==> config.mk <==
export PLATFORM = sky130hd
export DESIGN_NAME = bus_controller
export DESIGN_NICKNAME = d
export VERILOG_FILES = /design/src/rtl/bus_controller.sv
export SDC_FILE = /design/constraint.sdc
export NUM_CORES = 1
export LEC_CHECK = 0
export CELL_PAD_IN_SITES_DETAIL_PLACEMENT = 0
export CELL_PAD_IN_SITES_GLOBAL_PLACEMENT = 1
export CORE_UTILIZATION = 32
export DETAILED_ROUTE_END_ITERATION = 10
export PLACE_DENSITY = 0.91
export SETUP_SLACK_MARGIN = 0.5
export SKIP_CTS_REPAIR_TIMING = 1
export SLEW_MARGIN = 20
export SYNTH_ARGS = -nofsm -noshare
export SYNTH_HDL_FRONTEND = slang
export SYNTH_SLANG_ARGS = --single-unit
==> constraint.sdc <==
create_clock -name clock -period 5.1 [get_ports clock]
set_input_delay 1.02 -clock clock [delete_from_list [all_inputs] [get_ports clock]]
set_output_delay 1.02 -clock clock [all_outputs]
set_load 0.02 [all_outputs]
==> src/rtl/bus_controller.sv <==
// bus_controller
// Multi-cycle bus sequencer that sits directly behind the CPU bus interface
// stage. It decodes the word address into ROM, RAM or IO space, drives the
// selected device for a fixed number of wait states (ROM/RAM) or until the
// IO device acknowledges, and returns registered read data together with a
// one-cycle ready or bus-error pulse.
//
// Ports
//   clock, reset_n                 clock and asynchronous active-low reset
//   address, data_strobes          word address [31:2] and byte-lane enables
//   align_error                    alignment fault from the bus interface
//   read, write                    level request inputs
//   cpu_data_out                   lane-positioned write data
//   cpu_data_in                    registered read data back to the CPU
//   ready, bus_error               one-cycle completion / failure pulses
//   mem_address, mem_data_out,
//   mem_strobes                    latched transaction fields to the devices
//   mem_read, mem_write            device direction strobes
//   rom_cs, ram_cs, io_cs          one-hot device selects
//   rom_data, ram_data, io_data    device read data
//   io_ack                         IO device completion
module bus_controller #(
  parameter int unsigned ROM_WAIT   = 1,
  parameter int unsigned RAM_WAIT   = 0,
  parameter int unsigned IO_TIMEOUT = 255
) (
  input  logic        clock,
  input  logic        reset_n,
  input  logic [29:0] address,
  input  logic [3:0]  data_strobes,
  input  logic        align_error,
  input  logic        read,
  input  logic        write,
  input  logic [31:0] cpu_data_out,
  output logic [31:0] cpu_data_in,
  output logic        ready,
  output logic        bus_error,
  output logic [29:0] mem_address,
  output logic [31:0] mem_data_out,
  output logic [3:0]  mem_strobes,
  output logic        mem_read,
  output logic        mem_write,
  output logic        rom_cs,
  output logic        ram_cs,
  output logic        io_cs,
  input  logic [31:0] rom_data,
  input  logic [31:0] ram_data,
  input  logic [31:0] io_data,
  input  logic        io_ack
);

  typedef enum logic [2:0] {IDLE, ACCESS, ACK, DONE, ERROR} state_t;
  typedef enum logic [1:0] {REG_NONE, REG_ROM, REG_RAM, REG_IO} region_t;

  localparam logic [7:0] ROM_LOAD = 8'(ROM_WAIT);
  localparam logic [7:0] RAM_LOAD = 8'(RAM_WAIT);
  localparam logic [7:0] IO_LOAD  = 8'(IO_TIMEOUT);

  state_t      stateQ;
  region_t     regionQ;
  region_t     decodeRegion;
  logic [7:0]  counterQ;
  logic [7:0]  counterLoad;
  logic        writeQ;
  logic [31:0] cpuDataQ;
  logic        readyQ;
  logic        busErrorQ;
  logic [29:0] memAddressQ;
  logic [31:0] memDataQ;
  logic [3:0]  memStrobesQ;
  logic        memReadQ;
  logic        memWriteQ;
  logic        romCsQ;
  logic        ramCsQ;
  logic        ioCsQ;
  logic        requestBad;

  // Region decode on byte-address bits 31:28, which are word-address bits
  // 29:26. The counter load value follows the region so IDLE can latch it
  // in one step.
  always_comb begin
    decodeRegion = REG_NONE;
    counterLoad  = 8'd0;
    case (address[29:26])
      4'h0: begin
        decodeRegion = REG_ROM;
        counterLoad  = ROM_LOAD;
      end
      4'h1: begin
        decodeRegion = REG_RAM;
        counterLoad  = RAM_LOAD;
      end
      4'hF: begin
        decodeRegion = REG_IO;
        counterLoad  = IO_LOAD;
      end
      default: begin
        decodeRegion = REG_NONE;
        counterLoad  = 8'd0;
      end
    endcase
  end

  // A request is rejected outright for a read/write conflict, an alignment
  // fault, or an access to unmapped space.
  always_comb begin
    requestBad = (read && write) || align_error ||
                 ((read || write) && (decodeRegion == REG_NONE));
  end

  // Sequencer. All outputs are registered here; ready and bus_error default
  // low every cycle so they can only ever be single-cycle pulses. An IO
  // acknowledge passes through the ACK state so the read data is captured
  // while io_data is valid and completion is reported one cycle later.
  always_ff @(posedge clock or negedge reset_n) begin
    if (!reset_n) begin
      stateQ      <= IDLE;
      regionQ     <= REG_NONE;
      counterQ    <= 8'd0;
      writeQ      <= 1'b0;
      cpuDataQ    <= 32'h0;
      readyQ      <= 1'b0;
      busErrorQ   <= 1'b0;
      memAddressQ <= 30'h0;
      memDataQ    <= 32'h0;
      memStrobesQ <= 4'h0;
      memReadQ    <= 1'b0;
      memWriteQ   <= 1'b0;
      romCsQ      <= 1'b0;
      ramCsQ      <= 1'b0;
      ioCsQ       <= 1'b0;
    end else begin
      readyQ    <= 1'b0;
      busErrorQ <= 1'b0;
      case (stateQ)
        IDLE: begin
          if (requestBad) begin
            busErrorQ <= 1'b1;
            stateQ    <= ERROR;
          end else if (read || write) begin
            regionQ     <= decodeRegion;
            counterQ    <= counterLoad;
            writeQ      <= write;
            memAddressQ <= address;
            memDataQ    <= cpu_data_out;
            memStrobesQ <= data_strobes;
            memReadQ    <= read;
            memWriteQ   <= write;
            romCsQ      <= (decodeRegion == REG_ROM);
            ramCsQ      <= (decodeRegion == REG_RAM);
            ioCsQ       <= (decodeRegion == REG_IO);
            stateQ      <= ACCESS;
          end
        end
        ACCESS: begin
          if (regionQ == REG_IO) begin
            // Acknowledge takes priority over an expiring timeout.
            if (io_ack) begin
              if (!writeQ) begin
                cpuDataQ <= io_data;
              end
              ioCsQ     <= 1'b0;
              memReadQ  <= 1'b0;
              memWriteQ <= 1'b0;
              stateQ    <= ACK;
            end else if (counterQ == 8'd0) begin
              ioCsQ     <= 1'b0;
              memReadQ  <= 1'b0;
              memWriteQ <= 1'b0;
              busErrorQ <= 1'b1;
              stateQ    <= ERROR;
            end else begin
              counterQ <= counterQ - 8'd1;
            end
          end else if (counterQ == 8'd0) begin
            if (!writeQ) begin
              cpuDataQ <= (regionQ == REG_ROM) ? rom_data : ram_data;
            end
            romCsQ    <= 1'b0;
            ramCsQ    <= 1'b0;
            memReadQ  <= 1'b0;
            memWriteQ <= 1'b0;
            readyQ    <= 1'b1;
            stateQ    <= DONE;
          end else begin
            counterQ <= counterQ - 8'd1;
          end
        end
        ACK: begin
          readyQ <= 1'b1;
          stateQ <= DONE;
        end
        DONE: begin
          stateQ <= IDLE;
        end
        ERROR: begin
          stateQ <= IDLE;
        end
        default: begin
          stateQ <= IDLE;
        end
      endcase
    end
  end

  assign cpu_data_in  = cpuDataQ;
  assign ready        = readyQ;
  assign bus_error    = busErrorQ;
  assign mem_address  = memAddressQ;
  assign mem_data_out = memDataQ;
  assign mem_strobes  = memStrobesQ;
  assign mem_read     = memReadQ;
  assign mem_write    = memWriteQ;
  assign rom_cs       = romCsQ;
  assign ram_cs       = ramCsQ;
  assign io_cs        = ioCsQ;

endmodule

==> impl_metrics.csv, run 1 <==
group,metric,value,unit
run_status,status,"completed",
sta,hold_viol_final,0,
layout,area_growth,63.18,%
drt,drt-vias-per-instance,4.716,
power_and_ir_drop,ir_drop,0.2463,mV
drt,vias,5065,
logic_synthesis,synth_cells,579,
sta,worst_pin_slew,1052,ps
drt,dr.first_iter.drc_count,202,
drt,drt_pass1_iterations,5,
clock_network,cts_root_buffer,"clkbuf_16",
floorplanning,dieWidth,133.6,um
global_route,grt_pass1_wl,25930,um
logic_synthesis,syn_area,5543,um^2
clock_network,path_clk_slew,50,ps
sta,fmaxAchievable,346.4,MHz
logic_synthesis,yosys_warnings,0,
clock_network,clock_latency,400,ps
worst_setup_path,worstPathArrival,3170,ps
sta,relSlewSlack,29.86,%
sta,finClkSkew,6.218,ps
power_and_ir_drop,p_switching,1.594,mW
global_route,grt_pass1_vias,4969,
sta,rsz0062_at_grt,"false",
global_route,grt_overflow,0,
drt,avgRoutedWirePerCell,15.16,um
worst_setup_path,crit_start,"address[27]",
logic_synthesis,ys_seq_elements,119,
power_and_ir_drop,p_int,3.057,mW
logic_synthesis,synth_top_area_share,53.72,%
worst_setup_path,critical_path_required,5380,ps
power_and_ir_drop,power_frac_comb,40.5,%
floorplanning,initial_core_util,33.07,%
logic_synthesis,avgSynthCellArea,9.573,um^2
sta,finalSetupTns,0,ps
logic_synthesis,yosysMostFrequentCell,"nand2_1",
worst_setup_path,reg2regPathDepth,5,
clock_network,cts_made_buffers,17,
power_and_ir_drop,p_leak,4.092,nW
clock_network,clockBufferDepth,2,
floorplanning,fp.dieH,133.6,um
drt,drc,0,
layout,fin_util,53.97,%
sta,fin_crit,2886,ps
worst_setup_path,worstSetupPathType,"primary input to flop",
worst_setup_path,worstReg2RegEnd,"cpu_data_in[20]",
clock_network,cts_tree,"built",
worst_setup_path,critPathCapture,"counterQ[1]",
power_and_ir_drop,seq_power_share,33.2,%
logic_synthesis,synth_edf_count,0,
hold_path,min_path_type,"flop to flop",
power_and_ir_drop,switching_share,34.28,%
logic_synthesis,yosys.area.top_type,"dfrtp_1",
power_and_ir_drop,clkPwrFrac,26.4,%
global_route,grt_max_degree,81,
placement,place_congestion,0.7903,
worst_setup_path,r2r_setup_slack,2450,ps
worst_setup_path,cp_max_fo,30,
layout,nets,1012,
floorplanning,io_pins,273,
floorplanning,core_area,16760,um^2
placement,port_buffers,272,
worst_setup_path,critPathLaunchType,"primary input",
worst_setup_path,r2r-start,"regionQ[1]",
layout,diodes,0,
floorplanning,num_rows,47,
clock_network,cts_num_sinks,119,
logic_synthesis,seq_area_frac_synth,53.72,%
layout,drive_above_1_share,9.133,%
global_route,antenna_found_initial,0,
power_and_ir_drop,p_per_area,514.2,nW/um^2
logic_synthesis,synth_ff_type,"dfrtp_1",
placement,hpwl,11660,um
clock_network,h-tree-depth,4,
worst_setup_path,end_kind,"flop",
drt,wirelength,16290,um
sta,finalSetupViolCount,0,
sta,finalCritPeriodShare,56.60,%
sta,slew_viol_final,0,
logic_synthesis,yosysUniqueCellTypes,48,
logic_synthesis,ys_async_sr_fraction,100.0,%
drt,drt.antenna.violating_nets,0,
global_route,grtUsageTotal,18.74,%
logic_synthesis,synth.net_count,749,
floorplanning,die_area,17850,um^2
logic_synthesis,synthTopCellsByArea,"dfrtp_1, nand2_1, mux2_2, mux2i_1, a21oi_1",
logic_synthesis,ys_top_cells_by_count,"nand2_1, dfrtp_1, a21oi_1, nor2_1",
run,maxCapViolations,0,
==> state kept, by name, summed over array words and instances (netlist names), 2 cells and up <==
signal	count
regionQ	2
mem_data_out	32
counterQ	8
cpu_data_in	32
mem_strobes	4
mem_address	30
stateQ	3
==> per-stage QoR <==
step	setup slack, ps	cells	cell area, um^2	hold WS [ps]	power (mW)
final	2214	1074	9045	467.2	4.651
after global routing	2020	1074	9045	493.7	4.934
after floorplan	2630	579	5543	486.0	2.528
after CTS	2234	1074	9041	474.2	4.709
after global placement	1787	1043	8433	456.8	3.424
after detailed placement	1803	1043	8433	460.9	3.444
==> cell families (layout without fill, tap and decap cells) <==
logic type                 count (synthesis)  after routing  share of synthesized area (%)
buffers and inverters                     37            312                          3.251
adders and majority gates                  3              3                         0.6320
xor gates and xnor gates                   1              1                         0.1580
muxes                                     66             66                          12.66
AOI/OAI and AO/OA                         79             79                          9.188
and+or+nand+nor                          274            274                          20.38
DFF                                      119            119                          53.72
==> power by group through the flow <==
stage | registers [mW] | logic [mW] | clock network (mW)
floorplan | 1.83 | 0.703 | 0
global placement | 1.54 | 1.88 | 0
detailed placement | 1.55 | 1.89 | 0
CTS | 1.55 | 1.90 | 1.26
global route | 1.59 | 2.04 | 1.31
finish | 1.54 | 1.88 | 1.23
==> worst min path at each step <==
stage / startpoint / to / slack [ps] / cells after the start
finish: mem_strobes[2] / mem_strobes[2] / 470 / 2
global route: mem_address[17] / mem_address[17] / 490 / 2
CTS: mem_data_out[5] / mem_data_out[5] / 470 / 2
detailed placement: mem_address[0] / mem_address[0] / 460 / 2
global placement: mem_data_out[16] / mem_data_out[16] / 460 / 2
floorplan: writeQ / writeQ / 490 / 1
==> layer usage <==
metal	part of all wire (%)	wire [um]	global-route usage [%]
met4	1.7	278	6.439
met3	8.8	1440	6.849
met2	48	7836	30.73
met5	0	0	0
met1	41	6732	22.66
==> final cells by class <==
cell class / count / area [um^2]
Fill cell: 1552 / 7715
Sequential cell: 119 / 2980
Timing Repair Buffer: 277 / 2774
Multi-Input combinational cell: 423 / 2392
Clock buffer: 23 / 488.0
Tap cell: 220 / 275.3
Clock inverter: 8 / 120.1
Inverter: 4 / 15.01
==> cells in the final DEF (no fill, tap or decap), types with 5 or more instances in the layout <==
cell type,count
o21ai_0,8
clkdlybuf4s50_1,271
clkbuf_16,17
o22ai_1,5
mux2i_1,33
dfrtp_1,117
nor2_1,39
nand2_1,210
a22o_1,5
a21oi_1,39
mux2_2,33
==> worst max-delay path: stages <==
cell and delay (ps):
clkdlybuf4s50_1 440, or3_1 480, a211o_2 600, nand2_1 260
mux2_2 350
Power figures use the tool's default switching activity.
==> inputs of run 2 (changes only) <==
Settings changed: CORE_UTILIZATION 32 to 29, PLACE_DENSITY 0.91 to 0.84.
Clock period 5.1 ns to 2.85 ns, I/O delays scaled along.
==> run 2 against run 1 <==
Effect of this change:
- clock-buffer cell count decreased by 3
- sequential share of layout area decreased by 0.61 points
- flip-flop and latch count unchanged
- worst setup slack got worse by 1600 ps
- via count decreased by 1.2%
- global-route usage decreased by 1.8 points
- first-iteration DRC count decreased by 14%
- total power increased by 84%
- cell count increased by 2.1%
- non-clock buffer count increased by 8
- combinational power increased by 88%
- core utilization decreased by 4.7 points
- largest cell class unchanged
==> impl_metrics.csv, run 2 (synthesis results as in run 1) <==
group,metric,value,unit
clock_network,clock_latency,410,ps
placement,place_area,8546,um^2
worst_setup_path,critical_path_required,3140,ps
clock_network,cts_made_buffers,17,
layout,diodes,0,
run_status,status,"completed",
placement,port_buffers,272,
global_route,antenna_found_initial,0,
global_route,grt_max_degree,74,
sta,holdWs,167.9,ps
power_and_ir_drop,p_int,5.617,mW
power_and_ir_drop,seq_power_share,31.1,%
clock_network,cts_tree,"built",
clock_network,cts_root_buffer,"clkbuf_16",
power_and_ir_drop,p_leak,4.171,nW
drt,wl_met1,6923,um
worst_setup_path,critPathLaunchType,"flop",
layout,final_cell_mix,"clkdlybuf4s50_1, nand2_1, dfrtp_1",
layout,final_common_cell,"clkdlybuf4s50_1",
floorplanning,num_rows,50,
placement,detailedPlace.worstSlack,198.1,ps
layout,nets,1020,
run,maxCapViolations,0,
sta,finalSetupTns,0,ps
floorplanning,initial_core_util,29.63,%
global_route,grt_pass1_wl,26110,um
drt,drc,0,
sta,hold_viol_final,0,
hold_path,min_path_type,"primary input to asynchronous set/reset pin",
floorplanning,io_pins,273,
floorplanning,dieWidth,140.3,um
drt,drt.antenna.violating_nets,0,
floorplanning,core_area,18710,um^2
power_and_ir_drop,p_per_area,930.1,nW/um^2
worst_setup_path,worstPathArrival,2550,ps
sta,slew_viol_final,0,
worst_setup_path,cp_max_fo,16,
layout,fill_cells,1793,
sta,setup_ws,585.7,ps
clock_network,h-tree-depth,4,
sta,finalCritPeriodShare,79.45,%
clock_network,path_clk_slew,60,ps
power_and_ir_drop,switching_share,34.47,%
power_and_ir_drop,ir_drop,0.4662,mV
drt,vias,5004,
drt,dr.first_iter.drc_count,174,
drt,drt_pass1_iterations,4,
drt,avgRoutedWirePerCell,14.90,um
placement,place_congestion,0.7706,
layout,final_area,9216,um^2
drt,wl_met3,1799,um
floorplanning,fp.dieH,140.3,um
power_and_ir_drop,total_power,8.572,mW
sta,finClkSkew,8.768,ps
placement,hpwl,11570,um
sta,fmaxAchievable,441.6,MHz
clock_network,clockBufferDepth,2,
power_and_ir_drop,clkPwrFrac,27.6,%
global_route,grtUsageTotal,16.99,%
worst_setup_path,r2r_setup_slack,590,ps
sta,finalSetupViolCount,0,
worst_setup_path,end_kind,"flop",
drt,dr_wl_met2,7361,um
clock_network,cts_num_sinks,119,
sta,worst_pin_slew,624.8,ps
sta,relSlewSlack,58.34,%
layout,drive_above_1_share,10.43,%
worst_setup_path,reg2regPathDepth,4,
global_route,grt_pass1_vias,5031,
worst_setup_path,worstSetupPathType,"flop to flop",
drt,top_layer_used,"met4",
sta,fin_crit,2264,ps
layout,area_growth,66.28,%
sta,rsz0062_at_grt,"true",
layout,seq_area,2980,um^2
power_and_ir_drop,power_frac_comb,41.3,%
drt,drt-vias-per-instance,4.562,
global_route,grt_overflow,0,
power_and_ir_drop,p_switching,2.955,mW
floorplanning,die_area,19670,um^2
layout,multiInputGateArea,2392,um^2
drt,wirelength,16350,um
run 2: cell count changes in the layout (fill, tap and decap cells not counted), sizes merged:
cell,delta
inv,+3
clkbuf,-3
clkinvlp,-1
clkinv,+1
bufinv,+1
buf,+8
run 2: final cells by class:
type,count,share of cell area (%)
multi-input combinational,423,25.96
clock buffer,20,5.064
sequential,119,32.34
inverter,4,0.1629
timing repair buffer,285,31.25
tap,234,3.177
clock inverter,12,2.050
run 2: critical path, stage by stage (launching register included):
cell and delay (ps):
dfrtp_1 500, or3b_2 670, a211o_1 410, nand2_1 210, mux2_2 350
run 2: power groups by stage:
stage	registers (mW)	logic, mW	clock network, mW
after floorplan	3.27	1.26	0
after global placement	2.67	3.50	0
after detailed placement	2.69	3.52	0
after CTS	2.67	3.54	2.43
after global routing	2.75	3.82	2.51
final	2.67	3.54	2.37
run 2: through the flow:
stage | std cells | utilization (%)
final | 1097 | 49.27
after global routing | 1097 | 49.27
after CTS | 1095 | 49.19
after detailed placement | 1063 | 45.69
after global placement | 1063 | 45.69
after floorplan | 579 | -
run 2: final timing paths:
check	start	to
max	stateQ[0]	counterQ[1]
min	reset_n	cpu_data_in[7]
max reg2reg	stateQ[0]	counterQ[1]
min reg2reg	mem_address[10]	mem_address[10]
max in group asynchronous	reset_n	mem_address[25]
min in group clock	mem_address[10]	mem_address[10]
run 2: routing by layer:
metal | up-vias | global-route usage [%]
li1 | 2495 | -
met4 | 0 | 6.304
met5 | - | 0
met1 | 2277 | 20.04
met3 | 18 | 7.385
met2 | 214 | 27.34
==> inputs of run 3 (changes only) <==
Clock period 2.85 ns to 2.14 ns, I/O delays scaled along.
==> run 3 against run 2 <==
Effect of this change:
- first-iteration DRC count is 20% higher
- combinational power grew 58%
- total power rose by 41%
- clock skew shrank 2.4 ps
- die area stayed put
- largest cell class is now non-clock buffers
- worst hold slack improved by 290 ps
- global-route usage is 0.66 points higher
- critical endpoint is now cpu_data_in[2]
- sequential power increased by 32%
- clock-buffer cell count fell by 1
==> impl_metrics.csv, run 3 (synthesis results as in run 1) <==
group,metric,value,unit
power_and_ir_drop,p_leak,6.627,nW
sta,slew_viol_final,0,
layout,diodes,0,
placement,port_buffers,272,
layout,nets,1091,
sta,worst_pin_slew,607.1,ps
worst_setup_path,critPathCapture,"cpu_data_in[2]",
global_route,grt_max_degree,65,
worst_setup_path,reg2regPathDepth,8,
sta,finalCritPeriodShare,92.63,%
floorplanning,fp.dieH,140.3,um
sta,fin_crit,1982,ps
global_route,antenna_found_initial,1,
power_and_ir_drop,power_frac_comb,46.2,%
sta,relSlewSlack,59.52,%
clock_network,cts_tree,"built",
layout,fin_util,58.39,%
worst_setup_path,r2r-start,"counterQ[1]",
worst_setup_path,r2r_setup_slack,160,ps
layout,final_common_cell,"clkdlybuf4s50_1",
clock_network,cts_num_sinks,119,
run,maxCapViolations,0,
layout,drive_above_1_share,26.66,%
sta,fmaxAchievable,504.5,MHz
drt,drc,0,
run_status,status,"completed",
worst_setup_path,worstPathArrival,2270,ps
power_and_ir_drop,p_per_area,1108,nW/um^2
power_and_ir_drop,clkPwrFrac,24.7,%
worst_setup_path,critical_path_required,2430,ps
power_and_ir_drop,seq_power_share,29.1,%
placement,dpl.cell_count,1094,
sta,hold_viol_final,0,
drt,drt_pass1_iterations,4,
sta,finClkSkew,6.373,ps
placement,hpwl,12580,um
layout,area_growth,97.07,%
layout,final_cell_mix,"clkdlybuf4s50_1, nand2_1, dfrtp_1",
worst_setup_path,crit_start,"counterQ[1]",
floorplanning,die_area,19670,um^2
sta,finalSetupViolCount,0,
worst_setup_path,end_kind,"flop",
clock_network,clockBufferDepth,2,
power_and_ir_drop,p_switching,4.273,mW
drt,wirelength,19660,um
worst_setup_path,worstSetupPathType,"flop to flop",
clock_network,clock_latency,410,ps
layout,fin_cells,1168,
worst_setup_path,cp_max_fo,8,
power_and_ir_drop,ir_drop,0.6626,mV
power_and_ir_drop,p_int,7.830,mW
drt,avgRoutedWirePerCell,16.84,um
worst_setup_path,worstReg2RegEnd,"cpu_data_in[2]",
drt,dr.first_iter.drc_count,208,
global_route,grt_overflow,0,
clock_network,path_clk_slew,60,ps
floorplanning,core_area,18710,um^2
hold_path,min_path_type,"flop to flop",
sta,rsz0062_at_grt,"true",
global_route,grt_pass1_vias,5249,
drt,vias,5502,
drt,drt.antenna.violating_nets,0,
floorplanning,num_rows,50,
power_and_ir_drop,switching_share,35.31,%
drt,drt-vias-per-instance,4.711,
placement,place_congestion,0.8462,
floorplanning,initial_core_util,29.63,%
global_route,grtUsageTotal,17.64,%
worst_setup_path,critPathLaunchType,"flop",
global_route,grt_pass1_wl,27080,um
floorplanning,io_pins,273,
clock_network,h-tree-depth,4,
clock_network,cts_made_buffers,17,
clock_network,cts_root_buffer,"clkbuf_16",
layout,fill_cells,1558,
floorplanning,dieWidth,140.3,um
power_and_ir_drop,total_power,12.10,mW
-- run 3: changes by cell type in the layout (fill, tap and decap cells not counted), moves of 9 or more --
| cell | delta |
|---|---|
| nand2_2 | +41 |
| clkbuf_16 | +11 |
| dlymetal6s2s_1 | +109 |
| mux2_2 | -33 |
| clkdlybuf4s50_1 | -109 |
| buf_4 | +38 |
| nand2_4 | +25 |
| mux2_4 | +33 |
| buf_12 | +9 |
| buf_6 | +9 |
| nand2_1 | -67 |
-- run 3: routing by layer --
layer	track usage, %	up-vias	share of wire (%)
met3	8.171	24	9.4
met1	19.54	2606	39
met5	0	-	0.076
li1	-	2647	-
met2	30.13	223	50
met4	5.263	2	1.5
-- run 3: stage by stage --
step / area (um^2) / hold slack [ps] / setup slack, ps / TNS (ps)
after floorplan: 5643 / 132.4 / 120.3 / 0
after global placement: 8807 / 377.0 / -180.0 / -10380
after detailed placement: 8807 / 378.7 / -210.6 / -12400
after CTS: 9429 / -71.12 / 128.5 / 0
after global routing: 10920 / 475.1 / 82.63 / 0
final: 10920 / 459.3 / 157.8 / 0
-- run 3: power by group through the flow --
stage / registers (mW) / logic (mW) / clock network, mW
2_1_floorplan: 4.35 / 1.72 / 0
3_3_place_gp: 3.53 / 4.93 / 0
3_5_place_dp: 3.56 / 4.96 / 0
4_1_cts: 3.54 / 4.98 / 3.08
5_1_grt: 3.61 / 5.95 / 3.21
6_report: 3.52 / 5.59 / 2.99
-- run 3: how the worst min path moves through the flow --
| stage | startpoint | to | slack, ps | cells past startpoint |
|---|---|---|---|---|
| 6_report | mem_address[12] | mem_address[12] | 460 | 2 |
| 3_3_place_gp | reset_n | cpu_data_in[30] | 380 | 1 |
| 5_1_grt | address[28] | mem_address[28] | 480 | 4 |
| 2_1_floorplan | reset_n | bus_error | 130 | 0 |
| 4_1_cts | reset_n | cpu_data_in[30] | -70 | 1 |
| 3_5_place_dp | reset_n | cpu_data_in[30] | 380 | 1 |
-- run 3: final cells by class --
cell class	count	area (um^2)	share of cell area [%]
timing repair buffer	355	4035	36.94
sequential	119	2983	27.31
multi-input combinational	424	2975	27.24
clock buffer	19	452.9	4.147
tap	234	292.8	2.680
clock inverter	13	168.9	1.546
inverter	4	15.01	0.1375
-- run 3: worst max-delay path: stages, from the launching register on --
cell,delay (ps)
dfrtp_1,400
inv_2,90
ha_4,120
nor4b_4,230
a31oi_2,150
nor3_4,240
buf_12,160
clkbuf_16,170
mux2_4,310
==> patch 1, RTL diff (settings of run 1) <==
Encoding of `state_t`: now one-hot (5 bits for 5 states).
--- a/src/rtl/bus_controller.sv
+++ b/src/rtl/bus_controller.sv
@@ -49,7 +49,7 @@
   input  logic        io_ack
 );
 
-  typedef enum logic [2:0] {IDLE, ACCESS, ACK, DONE, ERROR} state_t;
+  typedef enum logic [4:0] {IDLE = 5'b00001, ACCESS = 5'b00010, ACK = 5'b00100, DONE = 5'b01000, ERROR = 5'b10000} state_t;
   typedef enum logic [1:0] {REG_NONE, REG_ROM, REG_RAM, REG_IO} region_t;
 
   localparam logic [7:0] ROM_LOAD = 8'(ROM_WAIT);
Check against the original RTL: same outputs for any inputs over 4 cycles, from zero or initial values and one cycle with reset_n low; so few cycles prove little.
==> patch 1 against run 1 <==
First-iteration DRC count decreased by 15%; wire length increased by 3.5%; total power decreased by 11%; final cell count increased by 2.0%; worst setup slack got worse by 0.33 ns; global-route usage decreased by 0.40 points; sequential cell count increased by 2; design area increased by 3.7%; register-to-register slack got worse by 0.10 ns; non-clock buffer count increased by 1; area after synthesis increased by 4.2%; highest routed layer unchanged.
==> patch 1: results (changes against run 1) <==
status: finished clean (unchanged)
sw power: 0.00134 W (was 0.00159 W)
vias in the first global route: 5095 (was 4969)
Worst-path clk slew: 0.06 ns
Met2 Routed Length: 7780 um (was 7840 um)
Multi-In Gates: 431 (was 423)
critical path arrival: 3.56 ns (was 3.17 ns)
slowest CP cell: o2111a_2 (was a211o_2)
Peak VDD IR: 0.261 mV (was 0.246 mV)
initial antenna violation count: 0 (unchanged)
sequential-to-total area share from yosys stat: 52.4% (was 53.7%)
clkbuf count: 21 (was 23)
FF/Latch Area: 3030 um2 (was 2980 um2)
Distinct cells, synth: 55 (was 48)
Non-Filler Instances: 1096 (was 1074)
DRC marker count from the first detailed-route iteration: 171 (was 202)
number of non-clock buffers in the layout: 278 (was 277)
Synth Area in Compound Gates: 8.21% (was 9.19%)
Synth Net Count: 763 (was 749)
Synth Area in Adders: 0.433% (was 0.632%)
met2 Track Usage GR: 29.4% (was 30.7%)
Clock-cell share: 6.98% (was 6.72%)
worst-margin pin slew: 1.04 ns (was 1.05 ns)
GPL Wtd Cong: 0.801 (was 0.790)
Inverters excl. clock: 9 (was 4)
Power Combinational: 0.00142 W (was 0.00188 W)
layout cells sized above 1: 9.76% (was 9.13%)
Crit Path Max Fanout: 44 (was 30)
static leakage: 4.29 nW (was 4.09 nW)
PD cells: 440 nW/um2 (was 514 nW/um2)
first-pass GRT wire length: 26000 um (was 25900 um)
GR Util All Layers: 18.3% (was 18.7%)
Yosys warning total: 0 (unchanged)
synth cell count leaders: 207 x nand2_1, 120 x dfrtp_1, 41 x nor2_1 (was 210 x nand2_1, 119 x dfrtp_1, 39 x a21oi_1, 39 x nor2_1)
clk sinks: 121 (was 119)
Final nets: 1028 (was 1012)
Place WS: 1.44 ns (was 1.80 ns)
met1 GRT Util: 21.2% (was 22.7%)
HPWL after DPL: 12100 um (was 11700 um)
largest cells by area after synthesis: dfrtp_1 52%, nand2_1 13%, mux2_4 8.1%, mux2i_1 5.9%, a21oi_1 3.4% (was dfrtp_1 54%, nand2_1 14%, mux2_2 6.7%, mux2i_1 6.0%, a21oi_1 3.5%)
Finished Core Util: 53.7% (was 54.0%)
sequential power share: 33.5% (was 33.2%)
area of the multi-input gates: 2580 um2 (was 2390 um2)
syn avg cell area: 9.74 um2 (was 9.57 um2)
largest net degree at the start of global routing: 66 (was 81)
vias per cell: 4.77 (was 4.72)
met3 wire length: 1940 um (was 1440 um)
M1 wire length: 6770 um (was 6730 um)
Global Route met3 Usage: 7.72% (was 6.85%)
CP top delay family: buffers and inverters (was simple AND/OR/NAND/NOR gates)
fill count: 1563 (was 1552)
Post-DP Area: 8700 um2 (was 8430 um2)
max incr delay on CP: 0.90 ns (was 0.60 ns)
Final Skew: 0.0115 ns (was 0.00622 ns)
Signal buf overhead: 29.8% (was 30.7%)
core area: 17500 um2 (was 16800 um2)
final WL: 16900 um (was 16300 um)
Synth Area in XOR/XNOR: 0.152% (was 0.158%)
mux contribution to synthesized area: 14.3% (was 12.7%)
patch 1: changes by cell type after synthesis, sizes merged, moves of 3 or more:
| cell | before | now |
|---|---|---|
| nand3 | 2 | 6 |
| o22ai | 5 | 1 |
| inv | 4 | 9 |
| nor2 | 39 | 42 |
| nor3 | 5 | 9 |
| a22o | 5 | 0 |
| nand2b | 0 | 3 |
| buf | 19 | 22 |
| nand2 | 210 | 207 |
| clkbuf | 14 | 10 |
| o2111a | 0 | 3 |
patch 1: path summary, 6_finish.rpt:
check                                 startpoint          endpoint  slack [ns]  depth (start not counted)
max in group asynchronous                reset_n    mem_address[1]        3.51                          2
worst min register to register  mem_data_out[23]  mem_data_out[23]        0.46                          2
worst max-delay path                 address[26]   mem_address[17]        1.88                          6
worst max register to register       counterQ[0]   cpu_data_in[31]        2.35                          6
worst min-delay path            mem_data_out[23]  mem_data_out[23]        0.46                          2
min in group asynchronous                reset_n             ready        0.65                          1
==> patch 2, RTL diff (config.mk and constraints of run 1) <==
Without the edit above. The parameter `IO_TIMEOUT` goes from 255 to 127.
--- a/src/rtl/bus_controller.sv
+++ b/src/rtl/bus_controller.sv
@@ -22,7 +22,7 @@
 module bus_controller #(
   parameter int unsigned ROM_WAIT   = 1,
   parameter int unsigned RAM_WAIT   = 0,
-  parameter int unsigned IO_TIMEOUT = 255
+  parameter int unsigned IO_TIMEOUT = 127
 ) (
   input  logic        clock,
   input  logic        reset_n,
Check against the original RTL: same outputs for any inputs over 4 cycles, from zero or initial values and one cycle with reset_n low; that may be too few to reach the edited logic, so the function may still have changed.
==> patch 2 against run 1 <==
Sequential cell count did not move; synthesized cell count rose by 0.17%; total power fell by 11%; clock power barely moved; design area fell by 0.61%; non-clock buffer count rose by 2; die area fell by 0.84%; area after synthesis fell by 0.86%; combinational power fell by 20%; worst setup slack got worse by 0.050 ns; wire length rose by 0.69%.
==> patch 2: results (changes against run 1) <==
status: finished clean (unchanged)
drt first pass iters: 4 (was 5)
critical path arrival: 3.27 ns (was 3.17 ns)
met1 GRT Util: 23.1% (was 22.7%)
PD cells: 463 nW/um2 (was 514 nW/um2)
synth cell count leaders: 215 x nand2_1, 119 x dfrtp_1, 45 x nor2_1 (was 210 x nand2_1, 119 x dfrtp_1, 39 x a21oi_1, 39 x nor2_1)
M1 wire length: 6790 um (was 6730 um)
slowest CP cell: clkdlybuf4s50_1 (was a211o_2)
FF/Latch Area: 2980 um2 (about the same)
Post-DP Area: 8380 um2 (was 8430 um2)
sequential-to-total area share from yosys stat: 54.2% (was 53.7%)
Clock-cell share: 6.76% (was 6.72%)
GR Util All Layers: 19.1% (was 18.7%)
Place WS: 1.76 ns (was 1.80 ns)
Signal buf overhead: 30.8% (was 30.7%)
GPL Wtd Cong: 0.785 (was 0.790)
Synth Net Count: 750 (was 749)
HPWL after DPL: 11900 um (was 11700 um)
max incr delay on CP: 0.47 ns (was 0.60 ns)
largest cells by area after synthesis: dfrtp_1 54%, nand2_1 15%, mux2_2 6.4%, mux2i_1 5.8%, a21oi_1 3.4% (was dfrtp_1 54%, nand2_1 14%, mux2_2 6.7%, mux2i_1 6.0%, a21oi_1 3.5%)
Global Route met3 Usage: 6.97% (was 6.85%)
Peak VDD IR: 0.263 mV (was 0.246 mV)
multi-input combinational area share: 25.9% (was 26.4%)
Inverters excl. clock: 5 (was 4)
Multi-In Gates: 424 (was 423)
fill count: 1546 (was 1552)
met2 Track Usage GR: 31.3% (was 30.7%)
Final Skew: 0.00879 ns (was 0.00622 ns)
vias per cell: 4.61 (was 4.72)
[patch 2: path summary, 6_finish.rpt]
kind	from	to	slack, ns	cells after the start
max in group asynchronous	reset_n	cpu_data_in[19]	3.49	2
worst min register to register	mem_address[17]	mem_address[17]	0.47	2
worst max register to register	counterQ[0]	cpu_data_in[17]	2.67	8
min in group asynchronous	reset_n	cpu_data_in[7]	0.58	1
worst min-delay path	mem_address[17]	mem_address[17]	0.47	2
worst max-delay path	address[26]	mem_address[1]	2.16	7
[patch 2: power breakdown]
group	internal, W	total, W	leakage [nW]	switching, W
Combinational	0.000745	0.00150	2.28	0.000752
Clock	0.000815	0.00123	0.295	0.000416
Sequential	0.00120	0.00143	1.60	0.000230
Total	0.00276	0.00416	4.18	0.00140
[patch 2: kinds of logic (layout without fill, tap and decap cells)]
group	Yosys count	after routing	share of synthesized area [%]
simple gates	283	283	21.0
mux	64	64	12.4
buf+inv	37	315	3.55
flops	119	119	54.2
compound gates	72	72	7.92
xor+xnor	2	2	0.319
fa+ha+maj	3	3	0.637
